## src/rtl/adc_emu_pkg.sv

```systemverilog
// Shared types and constants for the serial ADC emulator.
package adc_emu_pkg;

    localparam int unsigned DWIDTH_DEF = 18;

    typedef enum logic [1:0] {
        ST_IDLE    = 2'd0,
        ST_CONVERT = 2'd1,
        ST_READY   = 2'd2,
        ST_SHIFT   = 2'd3
    } state_e;

    localparam logic [1:0] MODE_EXT   = 2'd0;
    localparam logic [1:0] MODE_RAMP  = 2'd1;
    localparam logic [1:0] MODE_ALT   = 2'd2;
    localparam logic [1:0] MODE_CONST = 2'd3;

    localparam logic [17:0] PAT_ALT_A = 18'h2AAAA;
    localparam logic [17:0] PAT_ALT_B = 18'h15555;
    localparam logic [17:0] PAT_CONST = 18'h3FFFF;

endpackage

```

## src/rtl/sync_edge.sv

```systemverilog
// Multi-flop synchronizer for one asynchronous input with registered rise/fall detect.
module sync_edge #(
    parameter int unsigned STAGES = 2
) (
    input  logic clk,
    input  logic rst_n,
    input  logic d_i,
    output logic level_o,
    output logic rise_o,
    output logic fall_o
);

    logic [STAGES-1:0] sync_q;
    logic              prev_q;
    logic              rise_q;
    logic              fall_q;

    // level_o is the flop that the edge pulses are computed against, so level and edges stay aligned
    always_ff @(posedge clk or negedge rst_n) begin
        if (!rst_n) begin
            sync_q <= '0;
            prev_q <= 1'b0;
            rise_q <= 1'b0;
            fall_q <= 1'b0;
        end else begin
            sync_q <= (sync_q << 1) | STAGES'(d_i);
            prev_q <= sync_q[STAGES-1];
            rise_q <= sync_q[STAGES-1] & ~prev_q;
            fall_q <= ~sync_q[STAGES-1] & prev_q;
        end
    end

    assign level_o = prev_q;
    assign rise_o  = rise_q;
    assign fall_o  = fall_q;

endmodule

```

## src/rtl/adc_serial_emu.sv

```systemverilog
// Behavioural emulator of a busy/serial-readout ADC: conversion timing, sample
// sources, MSB-first shift-out and a sticky overrun/read error flag.
module adc_serial_emu
    import adc_emu_pkg::*;
#(
    parameter int unsigned BUSY_CYCLES = 160,
    parameter int unsigned DWIDTH      = DWIDTH_DEF,
    parameter int unsigned SYNC_STAGES = 2
) (
    input  logic              CLK,
    input  logic              RSTN,
    input  logic              ADCNVST,
    input  logic              ADCS,
    input  logic              ADSCLK,
    input  logic [1:0]        MODE,
    input  logic [DWIDTH-1:0] SAMPLE_IN,
    output logic              ADBUSY,
    output logic              ADSDOUT,
    output logic              ADRDERR,
    output logic [15:0]       CONV_CNT
);

    localparam int unsigned CW = (BUSY_CYCLES > 1) ? $clog2(BUSY_CYCLES) : 1;
    localparam int unsigned PW = (DWIDTH > 1) ? $clog2(DWIDTH) : 1;
    localparam logic [PW-1:0] PTR_MSB = PW'(DWIDTH - 1);

    logic cnvst_level, cnvst_rise, cnvst_fall;
    logic cs_level, cs_rise, cs_fall;
    logic sclk_level, sclk_rise, sclk_fall;
    logic unused_edges;

    sync_edge #(.STAGES(SYNC_STAGES)) u_sync_cnvst (
        .clk(CLK), .rst_n(RSTN), .d_i(ADCNVST),
        .level_o(cnvst_level), .rise_o(cnvst_rise), .fall_o(cnvst_fall)
    );
    sync_edge #(.STAGES(SYNC_STAGES)) u_sync_cs (
        .clk(CLK), .rst_n(RSTN), .d_i(ADCS),
        .level_o(cs_level), .rise_o(cs_rise), .fall_o(cs_fall)
    );
    sync_edge #(.STAGES(SYNC_STAGES)) u_sync_sclk (
        .clk(CLK), .rst_n(RSTN), .d_i(ADSCLK),
        .level_o(sclk_level), .rise_o(sclk_rise), .fall_o(sclk_fall)
    );

    assign unused_edges = ^{cnvst_level, cnvst_rise, cs_fall, sclk_level, sclk_rise};

    state_e            state_q, state_d;
    logic              busy_q, busy_d;
    logic              sdout_q, sdout_d;
    logic              err_q, err_d;
    logic [15:0]       cnt_q, cnt_d;
    logic [DWIDTH-1:0] ramp_q, ramp_d;
    logic              alt_q, alt_d;
    logic [DWIDTH-1:0] data_q, data_d;
    logic [PW-1:0]     ptr_q, ptr_d;
    logic [CW-1:0]     bcnt_q, bcnt_d;
    logic [DWIDTH-1:0] sample_c;

    always_comb begin
        case (MODE)
            MODE_EXT:   sample_c = SAMPLE_IN;
            MODE_RAMP:  sample_c = ramp_q;
            MODE_ALT:   sample_c = alt_q ? DWIDTH'(PAT_ALT_B) : DWIDTH'(PAT_ALT_A);
            MODE_CONST: sample_c = DWIDTH'(PAT_CONST);
            default:    sample_c = SAMPLE_IN;
        endcase
    end

    always_ff @(posedge CLK or negedge RSTN) begin
        if (!RSTN) begin
            state_q <= ST_IDLE;
            busy_q  <= 1'b0;
            sdout_q <= 1'b0;
            err_q   <= 1'b0;
            cnt_q   <= '0;
            ramp_q  <= '0;
            alt_q   <= 1'b0;
            data_q  <= '0;
            ptr_q   <= PTR_MSB;
            bcnt_q  <= '0;
        end else begin
            state_q <= state_d;
            busy_q  <= busy_d;
            sdout_q <= sdout_d;
            err_q   <= err_d;
            cnt_q   <= cnt_d;
            ramp_q  <= ramp_d;
            alt_q   <= alt_d;
            data_q  <= data_d;
            ptr_q   <= ptr_d;
            bcnt_q  <= bcnt_d;
        end
    end

    always_comb begin
        state_d = state_q;
        busy_d  = busy_q;
        sdout_d = (state_q == ST_SHIFT) ? sdout_q : 1'b0;
        err_d   = err_q;
        cnt_d   = cnt_q;
        ramp_d  = ramp_q;
        alt_d   = alt_q;
        data_d  = data_q;
        ptr_d   = ptr_q;
        bcnt_d  = bcnt_q;

        case (state_q)
            ST_CONVERT: begin
                if (bcnt_q == '0) begin
                    state_d = ST_READY;
                    busy_d  = 1'b0;
                end else begin
                    bcnt_d = bcnt_q - CW'(1);
                end
            end
            ST_READY: begin
                if (!cs_level) begin
                    state_d = ST_SHIFT;
                    ptr_d   = PTR_MSB;
                    sdout_d = data_q[PTR_MSB];
                end
            end
            ST_SHIFT: begin
                if (cs_rise) begin
                    state_d = ST_READY;
                    ptr_d   = PTR_MSB;
                    sdout_d = 1'b0;
                end else if (sclk_fall && !cs_level) begin
                    if (ptr_q == '0) begin
                        state_d = ST_IDLE;
                        sdout_d = 1'b0;
                        err_d   = 1'b0;
                    end else begin
                        ptr_d   = ptr_q - PW'(1);
                        sdout_d = data_q[ptr_q - PW'(1)];
                    end
                end
            end
            default: ;
        endcase

        // Conversion start overrides any serial activity decided above
        if (cnvst_fall) begin
            if (state_q == ST_CONVERT) begin
                err_d = 1'b1;
            end else begin
                state_d = ST_CONVERT;
                busy_d  = 1'b1;
                bcnt_d  = CW'(BUSY_CYCLES - 1);
                data_d  = sample_c;
                cnt_d   = cnt_q + 16'd1;
                ramp_d  = ramp_q + DWIDTH'(1);
                alt_d   = ~alt_q;
                ptr_d   = PTR_MSB;
                sdout_d = 1'b0;
                if (state_q != ST_IDLE) begin
                    err_d = 1'b1;
                end
            end
        end
    end

    assign ADBUSY   = busy_q;
    assign ADSDOUT  = sdout_q;
    assign ADRDERR  = err_q;
    assign CONV_CNT = cnt_q;

endmodule
```

## config.mk

```make
export PLATFORM = sky130hd
export DESIGN_NAME = adc_serial_emu
export DESIGN_NICKNAME = d
export VERILOG_FILES = /design/src/rtl/adc_emu_pkg.sv /design/src/rtl/sync_edge.sv /design/src/rtl/adc_serial_emu.sv
export SDC_FILE = /design/constraint.sdc
export NUM_CORES = 1
export LEC_CHECK = 0
export BUFFER_PORTS_ARGS = -buffer_cell sky130_fd_sc_hd__clkbuf_2
export CORE_MARGIN = 8
export CORE_UTILIZATION = 39
export DETAILED_ROUTE_END_ITERATION = 10
export HOLD_SLACK_MARGIN = 0.08
export PLACE_DENSITY_LB_ADDON = 0.05
export SLEW_MARGIN = 0
export SYNTH_ARGS = -nofsm -noshare
export SYNTH_HDL_FRONTEND = slang
export SYNTH_SLANG_ARGS = --single-unit
```

## constraint.sdc

```tcl
create_clock -name CLK -period 4.75 [get_ports CLK]
set_input_delay 0.2375 -clock CLK [delete_from_list [all_inputs] [get_ports CLK]]
set_output_delay 0.2375 -clock CLK [all_outputs]
set_load 0.005 [all_outputs]
```

==> results by stage <==
Routing:
- Summed over all layers, the routed wires come to roughly 9 mm.
- The number of nets with antenna violations after routing is 0.
- The average wire length per cell after detail routing is roughly 16 um.
- The total via count after detailed routing is ~3000.
- The first-pass iteration count of the detailed router is 4.
- After the first detailed-routing iteration, the DRC count stood at 172.
- Using the TritonRoute via totals, the vias-per-cell ratio works out to 5.267.
- The remaining routing DRC violations is 0.

Timing:
- After layout, the worst setup slack is 2.339 ns.
- The number of failing hold endpoints at the final stage came to 0.
- The setup violation total in the final timing report is 0.
- The maximum operating frequency is 414.7 MHz.
- Final hold analysis gives a worst-case slack of 0.1537 ns.
- After layout, the minimum clock period comes to 2.411 ns.
- At the pin with the least slew margin, the transition time is ~0.85 ns.
- The headroom to the max-slew limit is 43.01%.
- The number of slew-limit violations in the final report is 0.
- The post-route clock period utilization is ~51%.
- For the final routed database, the setup TNS stands at 0 ns.
- Setup repair after global routing left no endpoint under its margin.
- For the final database, setup skew stands at around 0.0071 ns.

Clock network:
- Clock tree synthesis selected as its root buffer the cell clkbuf_8.
- Buffers added to address setup during post-CTS repair amount to 0.
- The post-cts repair resize count is 0.
- The H-tree was split into 3 levels.
- TritonCTS built the clock tree.
- Counting along the longest clock path gives a buffer depth of 2.
- The clock latency at the later pin of the worst-skew pair is 0.35 ns.
- Hold repair after CTS inserted 4 buffers.
- TritonCTS created 9 clock buffers.
- Clock-pin slew was measured on the worst setup and hold paths at 0.08 ns.
- Counting every sink on the clock net gives 83.

Synth:
- Counting every instance in the synthesized netlist gives 387.
- The count of synthesis-stage warnings from yosys is 0.
- The number of flops mapped to enable cells by yosys is 0.
- The number of distinct library cells after synthesis is 51.
- The synthesized design contains 83 register bits.
- In the synthesized netlist the async set-or-reset flop fraction comes to 100.0%.
- Summing the sequential cell areas from Yosys gives 52.36% of the chip area.
- The most common flop cell mapped by yosys is dfrtp_1.
- The cell area that synthesis handed to floorplanning was 3971 sq um.
- The synthesized netlist net count is 417.
- The synthesized design spends more area on one cell type than any other, namely dfrtp_1.
- Ranked by total cell area, the synthesized netlist is headed by dfrtp_1, xnor2_1, nor2_1.
- The average instance area after synthesis is 10.26 sq um.
- The share of Yosys cell area claimed by the top area cell type is 51.04%.

Setup path:
- For flop-to-flop paths, the worst setup slack is 2.34 ns.
- The worst register-to-register path begins at state_q[1].
- The endpoint of the worst register-to-register path is data_q[6].
- The endpoint required time on the critical path is 4.98 ns.
- The worst endpoint data arrival time is about 2.6 ns.
- The kind of critical path is flip-flop to flip-flop.
- The kind of end point of the critical path is a flip-flop.
- The number of cells on the worst reg-to-reg path is 6.
- The worst setup path is launched from a flip-flop.
- The worst-path maximum fanout is 34.

Worst hold path:
- The worst hold path belongs to the class primary input to flip-flop.
- The launch instance of the worst min-delay path is SAMPLE_IN[17].
- Counting instances, the worst hold path has a depth of 3.
- The path with the worst hold slack has its endpoint at data_q[17].

Power and ir drop:
- The total power density per cell area is 439.8 nW/um^2.
- Overall power consumption after layout is estimated at 0.002005 W.
- For this design the static power due to leakage is 2.070 nW.
- The maximum vdd drop is roughly 0.00015 V.

Placed design:
- Timing analysis after detailed placement gives a worst setup slack of 2.383 ns.
- The global placement routability congestion is 0.7947.
- Summing all placed instances gives a cell area of 4289 sq um.
- The half-perimeter wire length after detailed placement is 6.640 mm.
- Input and output buffers added on the ports amount to 43.

Finish:
- The number of nets in the finished design is ~460.
- In the final layout, the share of cells above drive strength 1 is about 16%.
- The antenna diode count is 0.
- The number of fillers in the final layout is 1018.
- The final instance area is 4558 sq um.
- Compared with the post-synthesis result, the final layout area differs by 14.78%.

Status:
- The run finished with clean final reports.

Floorplanning:
- The total number of placement rows is 37.
- The die is between 100 and 150 um wide.
- The area of the die is 13670 sq um.
- In this run the vertical extent of the chip is ~120 um.
- The area inside the core boundary is ~10000 sq um.
- The total I/O pin count is between 40 and 50.
- Once the floorplan was initialized, standard cells occupied 39.35% of the core.

Global route:
- The initial antenna violation count is 0.
- The first-pass GRT wire length is 15.37 mm.
- The total overflow left after global routing is 0.
- The number of global-route vias before repair is roughly 3000.
- Global routing consumed, over all layers together, between 10 and 15% of the routing resources.
- The pin count of the biggest net entering global routing is 68.

Flow run:
- Max-cap violations in this run came to 0.
==> synth_stat cells, drive strengths merged, types with 8 or more instances <==
library cell and instances:
nor2 51, xnor2 28, nand3 16, nand2 32
nor2b 8, inv 9, a21oi 18, nor3b 11
and3 8, clkbuf 10, a31oi 12, a221oi 8
o21ai 15, xor2 13, buf 8, dfrtp 81
==> flip-flops by register name, summed over array words and instances (netlist names), 2 cells and up <==
register / flops
u_sync_cs.sync_q: 2
ptr_q: 5
u_sync_sclk.sync_q: 2
ramp_q: 18
bcnt_q: 8
data_q: 18
CONV_CNT: 16
state_q: 2
u_sync_cnvst.sync_q: 2
==> final cells by class <==
type	count	area, sq um	area share, %
clock buffer	9	123.9	2.718
multi-input combinational	277	1773	38.90
clock inverter	6	105.1	2.306
timing repair buffer	49	272.8	5.984
inverter	9	33.78	0.7411
tap	136	170.2	3.733
sequential	83	2079	45.62
==> cell families after synthesis <==
family | Yosys count | share of synthesized area, %
flops | 83 | 52.36
mux | 8 | 3.592
compound gates | 71 | 11.37
fa+ha+maj | 5 | 1.575
buf+inv | 27 | 2.993
simple gates | 152 | 19.06
xor+xnor | 41 | 9.042
==> per-layer routing <==
layer	up-vias	track usage [%]	routed length (um)
met4	0	7.253	199
met5	-	0	0
met1	1481	19.74	4409
met2	63	22.60	4310
met3	13	2.565	330
li1	1440	-	-
==> where the power goes <==
| group | switching, W | internal, W | leakage [nW] |
|---|---|---|---|
| clock | 0.000248 | 0.000344 | 0.119 |
| sequential | 0.000137 | 0.000857 | 1.03 |
| combinational | 0.000218 | 0.000201 | 0.922 |
==> metrics by stage <==
step           instances  util (%)
2_1_floorplan        387         -
3_3_place_gp         550     42.50
3_5_place_dp         550     42.50
4_1_cts              569     45.16
5_1_grt              569     45.16
6_report             569     45.16
==> worst max-delay path, stage by stage (launching register included) <==
cell and delay [ns]:
dfrtp_1 0.58, nand2b_1 0.32, and2_1 0.40, buf_4 0.39, nand2_1 0.23, a221oi_1 0.28
nor2_1 0.09
==> layout by cell type, fill, tap and decap left out, drive strengths merged, types with 2 or more instances in the layout <==
| cell type | Yosys | routed |
|---|---|---|
| xnor2 | 28 | 28 |
| a21oi | 18 | 18 |
| mux4 | 4 | 4 |
| nor2 | 51 | 51 |
| ha | 5 | 5 |
| o22ai | 3 | 3 |
| clkbuf | 10 | 51 |
| bufinv | 0 | 3 |
| nor2b | 8 | 8 |
| a21o | 2 | 2 |
| dfrtp | 81 | 81 |
| a31oi | 12 | 12 |
| clkinv | 0 | 3 |
| nor4 | 4 | 4 |
| buf | 8 | 3 |
| a221oi | 8 | 8 |
| a22oi | 3 | 3 |
| nand2 | 32 | 32 |
| dfstp | 2 | 2 |
| nor3 | 7 | 7 |
| and3 | 8 | 8 |
| nand2b | 4 | 4 |
| nor3b | 11 | 11 |
| dlygate4sd3 | 0 | 4 |
| inv | 9 | 9 |
| xor2 | 13 | 13 |
| nand3 | 16 | 16 |
| o21ai | 15 | 15 |
| mux2i | 3 | 3 |
| nand4 | 5 | 5 |
==> worst max-delay path by stage <==
| stage | slack, ns | from | cells past startpoint | to |
|---|---|---|---|---|
| 6_report | 2.34 | state_q[1] | 6 | data_q[6] |
| 5_1_grt | 2.09 | state_q[1] | 6 | data_q[10] |
| 4_1_cts | 2.35 | state_q[1] | 6 | data_q[6] |
| 3_5_place_dp | 2.38 | state_q[1] | 6 | data_q[6] |
| 3_3_place_gp | 2.50 | state_q[1] | 6 | data_q[10] |
| 2_1_floorplan | 2.83 | ptr_q[0] | 7 | ADSDOUT |
Note: power is estimated with default switching activity, not from simulation.
